## src/rtl/arq_pkg.sv

```systemverilog
// Shared ARQ definitions: controller state encoding, default geometry and a
// counter-width helper used by the ARQ transmitters and their timer.
package arq_pkg;

   typedef enum logic [1:0] {
      ST_IDLE = 2'd0,
      ST_SEND = 2'd1,
      ST_WAIT = 2'd2,
      ST_FAIL = 2'd3
   } arq_state_e;

   localparam int unsigned ARQ_DW   = 10;
   localparam int unsigned ARQ_SW   = 3;
   localparam int unsigned ARQ_WIN  = 4;
   localparam int unsigned ARQ_TMO  = 64;
   localparam int unsigned ARQ_RMAX = 7;

   // Bits needed to hold values 0..n-1, never less than one.
   function automatic int unsigned arq_cnt_w(input int unsigned n);
      return (n > 1) ? $clog2(n) : 1;
   endfunction

endpackage

```

## src/rtl/arq_timer.sv

```systemverilog
// Ack timeout counter: clear, load or count; expire marks the terminal count
// and the counter wraps to zero on it so the next period starts immediately.
module arq_timer
   import arq_pkg::*;
#(
   parameter int unsigned TMO = ARQ_TMO,
   parameter int unsigned TW  = arq_cnt_w(ARQ_TMO)
) (
   input  logic          clk,
   input  logic          rstn,
   input  logic          clr,
   input  logic          load,
   input  logic [TW-1:0] load_val,
   input  logic          en,
   output logic          expire
);

   logic [TW-1:0] cnt_q, cnt_d;

   assign expire = en && (cnt_q == TW'(TMO - 1));

   always_comb begin
      cnt_d = cnt_q;
      if (clr)         cnt_d = '0;
      else if (load)   cnt_d = load_val;
      else if (expire) cnt_d = '0;
      else if (en)     cnt_d = cnt_q + TW'(1);
   end

   always_ff @(posedge clk) begin
      if (!rstn) cnt_q <= '0;
      else       cnt_q <= cnt_d;
   end

endmodule

```

## src/rtl/arq_gbn_tx.sv

```systemverilog
// Go-back-N ARQ transmitter: buffers payloads in a WIN-deep window, sends them
// in sequence order, retires them on cumulative acks and rewinds on timeout.
module arq_gbn_tx
   import arq_pkg::*;
#(
   parameter int unsigned DW   = ARQ_DW,
   parameter int unsigned SW   = ARQ_SW,
   parameter int unsigned WIN  = ARQ_WIN,
   parameter int unsigned TMO  = ARQ_TMO,
   parameter int unsigned RMAX = ARQ_RMAX
) (
   input  logic                 clk,
   input  logic                 rstn,
   input  logic                 in_valid,
   input  logic [DW-1:0]        in_data,
   output logic                 in_ready,
   output logic                 tx_valid,
   output logic [SW-1:0]        tx_seq,
   output logic [DW-1:0]        tx_data,
   input  logic                 tx_ready,
   input  logic                 ack_valid,
   input  logic [SW-1:0]        ack_seq,
   output logic [$clog2(WIN):0] outstanding,
   output logic                 retx,
   output logic                 fail
);

   localparam int unsigned IW = arq_cnt_w(WIN);
   localparam int unsigned TW = arq_cnt_w(TMO);
   localparam int unsigned RW = arq_cnt_w(RMAX + 1);
   localparam int unsigned OW = $clog2(WIN) + 1;

   arq_state_e    state_q, state_d;
   logic [SW-1:0] base_q, base_d, snd_q, snd_d, tail_q, tail_d;
   logic [RW-1:0] retry_q, retry_d;
   logic          retx_q, retx_d;
   logic [DW-1:0] mem_q [WIN];

   logic [SW-1:0] occ, ack_off, inflight;
   logic          wr_en, tx_fire, ack_ok, tmo, give_up, rewind;
   logic          tmr_en, tmr_clr, tmr_expire;

   assign occ         = tail_q - base_q;
   assign outstanding = occ[OW-1:0];
   assign in_ready    = (state_q != ST_FAIL) && (occ < SW'(WIN));
   assign tx_valid    = (state_q == ST_SEND);
   assign tx_seq      = snd_q;
   assign tx_data     = tx_valid ? mem_q[snd_q[IW-1:0]] : '0;
   assign retx        = retx_q;
   assign fail        = (state_q == ST_FAIL);

   assign wr_en    = in_valid && in_ready;
   assign tx_fire  = tx_valid && tx_ready;
   assign ack_off  = ack_seq - base_q;
   assign inflight = snd_q - base_q;
   assign ack_ok   = ack_valid && !fail && (ack_off != '0) && (ack_off <= inflight);

   // An ack in the expiry cycle wins: it restarts the timer and cancels the rewind.
   assign tmo      = tmr_expire && !ack_ok;
   assign give_up  = tmo && (retry_q == RW'(RMAX));
   assign rewind   = tmo && !give_up;

   assign tmr_en   = (base_q != snd_q) && !fail;
   assign tmr_clr  = !tmr_en || ack_ok;

   arq_timer #(
      .TMO (TMO),
      .TW  (TW)
   ) u_timer (
      .clk      (clk),
      .rstn     (rstn),
      .clr      (tmr_clr),
      .load     (1'b0),
      .load_val ('0),
      .en       (tmr_en),
      .expire   (tmr_expire)
   );

   always_comb begin
      base_d  = ack_ok ? ack_seq : base_q;
      tail_d  = wr_en ? tail_q + SW'(1) : tail_q;
      snd_d   = snd_q;
      if (tx_fire) snd_d = snd_q + SW'(1);
      if (rewind)  snd_d = base_q;
      retry_d = retry_q;
      if (ack_ok)      retry_d = '0;
      else if (rewind) retry_d = retry_q + RW'(1);
      retx_d  = rewind;
      state_d = state_q;
      if (fail || give_up)     state_d = ST_FAIL;
      else if (base_d == tail_d) state_d = ST_IDLE;
      else if (snd_d != tail_d)  state_d = ST_SEND;
      else                       state_d = ST_WAIT;
   end

   always_ff @(posedge clk) begin
      if (!rstn) begin
         state_q <= ST_IDLE;
         base_q  <= '0;
         snd_q   <= '0;
         tail_q  <= '0;
         retry_q <= '0;
         retx_q  <= 1'b0;
      end else begin
         state_q <= state_d;
         base_q  <= base_d;
         snd_q   <= snd_d;
         tail_q  <= tail_d;
         retry_q <= retry_d;
         retx_q  <= retx_d;
      end
   end

   always_ff @(posedge clk) begin
      if (wr_en) mem_q[tail_q[IW-1:0]] <= in_data;
   end

endmodule

```

## config.mk

```make
export PLATFORM = sky130hd
export DESIGN_NAME = arq_gbn_tx
export DESIGN_NICKNAME = d
export VERILOG_FILES = /design/src/rtl/arq_pkg.sv /design/src/rtl/arq_timer.sv /design/src/rtl/arq_gbn_tx.sv
export SDC_FILE = /design/constraint.sdc
export NUM_CORES = 1
export LEC_CHECK = 0
export CAP_MARGIN = 25
export CORE_ASPECT_RATIO = 0.9
export CORE_MARGIN = 4
export CORE_UTILIZATION = 55
export DETAILED_ROUTE_END_ITERATION = 10
export PLACE_DENSITY = 0.8
export SLEW_MARGIN = 20
export SYNTH_ARGS = -nofsm -noshare
export SYNTH_HDL_FRONTEND = slang
export SYNTH_SLANG_ARGS = --single-unit
```

## constraint.sdc

```tcl
create_clock -name clk -period 5.2 [get_ports clk]
set_input_delay 0.52 -clock clk [delete_from_list [all_inputs] [get_ports clk]]
set_output_delay 0.52 -clock clk [all_outputs]
set_load 0.01 [all_outputs]
```

==> flow_summary.json <==
{
  "drive_above_1_share": 0.114,
  "syn_area_mm2": 0.00284,
  "clock-sinks": 61,
  "worst_hold_slack_ns": 0.469,
  "hpwl_um": 3560,
  "final_util": 0.715,
  "yosysUniqueCellTypes": 29,
  "rsz0062_at_grt": "no",
  "gp_congestion": 0.803,
  "die_y_um": 76.1,
  "drc_errors": 0,
  "cts_made_buffers": 9,
  "period_minus_slack_ns": 3.58,
  "vias_per_cell": 5.25,
  "slowest_stage": "dfxtp_1",
  "vdd_drop_max_mv": 0.335,
  "fin_tns_setup_ns": 0,
  "drt_first_pass_iters": 4,
  "arrival_ns": 3.84,
  "grt_start_max_net_pins": 16,
  "vias": 1681,
  "grt_pass1_wl_um": 8740,
  "cts_tree": "built",
  "grt_overflow_total": 0,
  "ant_nets": 0,
  "worstPathCellList": "inv_1, fa_1, xnor2_1, ha_1, nand3_1, o21ai_0, o21a_2, nor4_4, mux2i_1, xnor2_1, nand3_1, a21oi_1",
  "startpoint_type": "flip-flop",
  "cts_hold_buf": 0,
  "track_usage": 0.177,
  "power_density_mw_per_mm2": 461,
  "path_class": "flip-flop to flip-flop",
  "yosysTopAreaCell": "edfxtp_1",
  "final-instance-count-excl-fill": 320,
  "slew_headroom": 0.468,
  "cts_max_level": 3,
  "skew_ns": 0.00496,
  "endpoint_kind": "flip-flop",
  "cpPeakStageDelay_ns": 0.76,
  "clock-root-buffer": "clkbuf_8",
  "critPathMaxFanout": 15,
  "syn2layout_area_growth_pct": 24.1,
  "cts_setup_buffers": 0,
  "setup_ws_ns": 1.62,
  "max_freq_mhz": 279,
  "ys_ff_latch": 61,
  "num_antenna_cells": 0,
  "port_buffers": 37,
  "wl_um": 5080,
  "p_leak_nw": 1.30,
  "worstMarginPinSlew_ns": 0.796,
  "grt_antenna_before_repair": 0,
  "cts_buffer_depth": 2,
  "maxSlewViolCount": 0,
  "hold_path.class": "flip-flop to flip-flop",
  "grt_pass1_vias": 1718,
  "placedCellCount": 304,
  "timing.final.crit_share": 0.689,
  "syn_inst": 205,
  "syn_area_per_cell_um2": 13.8,
  "rows": 24,
  "ios": 38,
  "yosysSeqAreaShare": 0.571,
  "netlist.area_leader.share": 0.423,
  "cap_violations": 0,
  "dieArea_mm2": 0.00637,
  "setup_viol": 0,
  "crit_required_ns": 5.46,
  "die_x_um": 83.7,
  "outcome": "finished, final reports clean",
  "timing_hold_violations_final": 0,
  "start_util": 0.576,
  "synth_area_leaders": "edfxtp_1 42%, dfxtp_1 15%, mux4_2 7.9%, ha_1 6.6%, xnor2_1 4.3%",
  "cts_resized": 0,
  "fin_nets": 286,
  "post-place-ws_ns": 1.33,
  "insertion_delay_ns": 0.32,
  "ys_warn_count": 0,
  "clk_pin_slew_ns": 0.07,
  "syn-num-nets": 241,
  "core_area_mm2": 0.00492,
  "drtIter0Drc": 89,
  "routedWlPerCell_um": 15.9
}
per-layer routing:
metal	vias up	wire (um)	GRT usage
li1	827	-	-
met2	42	2500	0.288
met4	0	46	0.0579
met3	4	220	0.0508
met1	808	2310	0.231
met5	-	0	0
Yosys cell counts, drive strengths merged:
cell	number
a211oi	1
ha	15
nor4	1
a41oi	1
inv	14
nand3	6
clkbuf	3
o21ai	2
mux2	1
nor2b	10
edfxtp	40
nand2	7
nor2	14
o21a	1
o31a	1
fa	3
mux2i	10
nor3	1
nand4	3
a21oi	2
xnor3	1
dfxtp	21
and2	15
mux4	10
buf	1
xor2	4
o211ai	1
xnor2	14
and3	2
kinds of logic (layout without fill, tap and decap cells):
logic type	count (synthesis)	in the layout	synth area share
AO/OA/AOI/OAI	9	9	0.0216
XOR/XNOR	19	19	0.0635
AND/OR/NAND/NOR	59	59	0.114
multiplexers	21	21	0.119
buffers and inverters	18	68	0.0238
adder cells (fa/ha/maj)	18	18	0.0873
flip-flops	61	61	0.571
power by group:
part	total, mW	switching, mW	leakage (nW)	internal [mW]
logic	0.513	0.256	0.646	0.257
registers	0.637	0.0326	0.536	0.604
clock network	0.474	0.168	0.123	0.305
total	1.62	0.457	1.30	1.17
worst max-delay path: cells and delay by family (launching register included):
kind,cells,cell delay [ns]
XOR/XNOR,2,0.31
AO/OA/AOI/OAI,3,0.49
buffers and inverters,1,0.14
flip-flops,1,0.76
multiplexers,1,0.34
AND/OR/NAND/NOR,3,0.72
adder cells (fa/ha/maj),2,0.75
layout by cell type (no fill, tap or decap), types with 2 or more instances in the layout:
cell type        count
a21oi_1              2
clkbuf_8            11
nor2_1              14
clkbuf_16            2
mux4_2              10
nand4_1              3
inv_1               14
mux2i_1             10
ha_1                15
edfxtp_1            40
xor2_1               4
nand3_1              6
nand2_1              7
nor2b_1             10
and2_1              15
dfxtp_1             21
and3_1               2
xnor2_1             14
clkdlybuf4s50_1     37
fa_1                 3
o21ai_0              2
final cells by class:
type | count | area [um^2]
Timing Repair Buffer | 38 | 378
Sequential cell | 61 | 1620
Tap cell | 65 | 81.3
Inverter | 14 | 52.6
Fill cell | 336 | 1400
Clock buffer | 14 | 205
Multi-Input combinational cell | 126 | 1150
Clock inverter | 2 | 35.0
per-stage QoR:
stage,total power [mW],area [um^2]
global placement,1.15,3280
floorplan,0.981,2840
global route,1.73,3520
CTS,1.64,3520
detailed placement,1.16,3280
finish,1.62,3520
final timing paths:
kind               startpoint               end  slack (ns)  depth (start not counted)
max                 tx_seq[1]        state_q[1]        1.62                         12
min          u_timer.cnt_q[0]  u_timer.cnt_q[0]        0.47                          1
max reg2reg         tx_seq[1]        state_q[1]        1.62                         12
min reg2reg  u_timer.cnt_q[0]  u_timer.cnt_q[0]        0.47                          1
flip-flops by register name, summed over array words and instances (netlist names):
signal         flops
mem_q             40
u_timer.cnt_q      6
base_q             3
retry_q            3
tail_q             3
tx_seq             3
state_q            2
retx               1
Note: power is estimated with default switching activity, not from simulation.
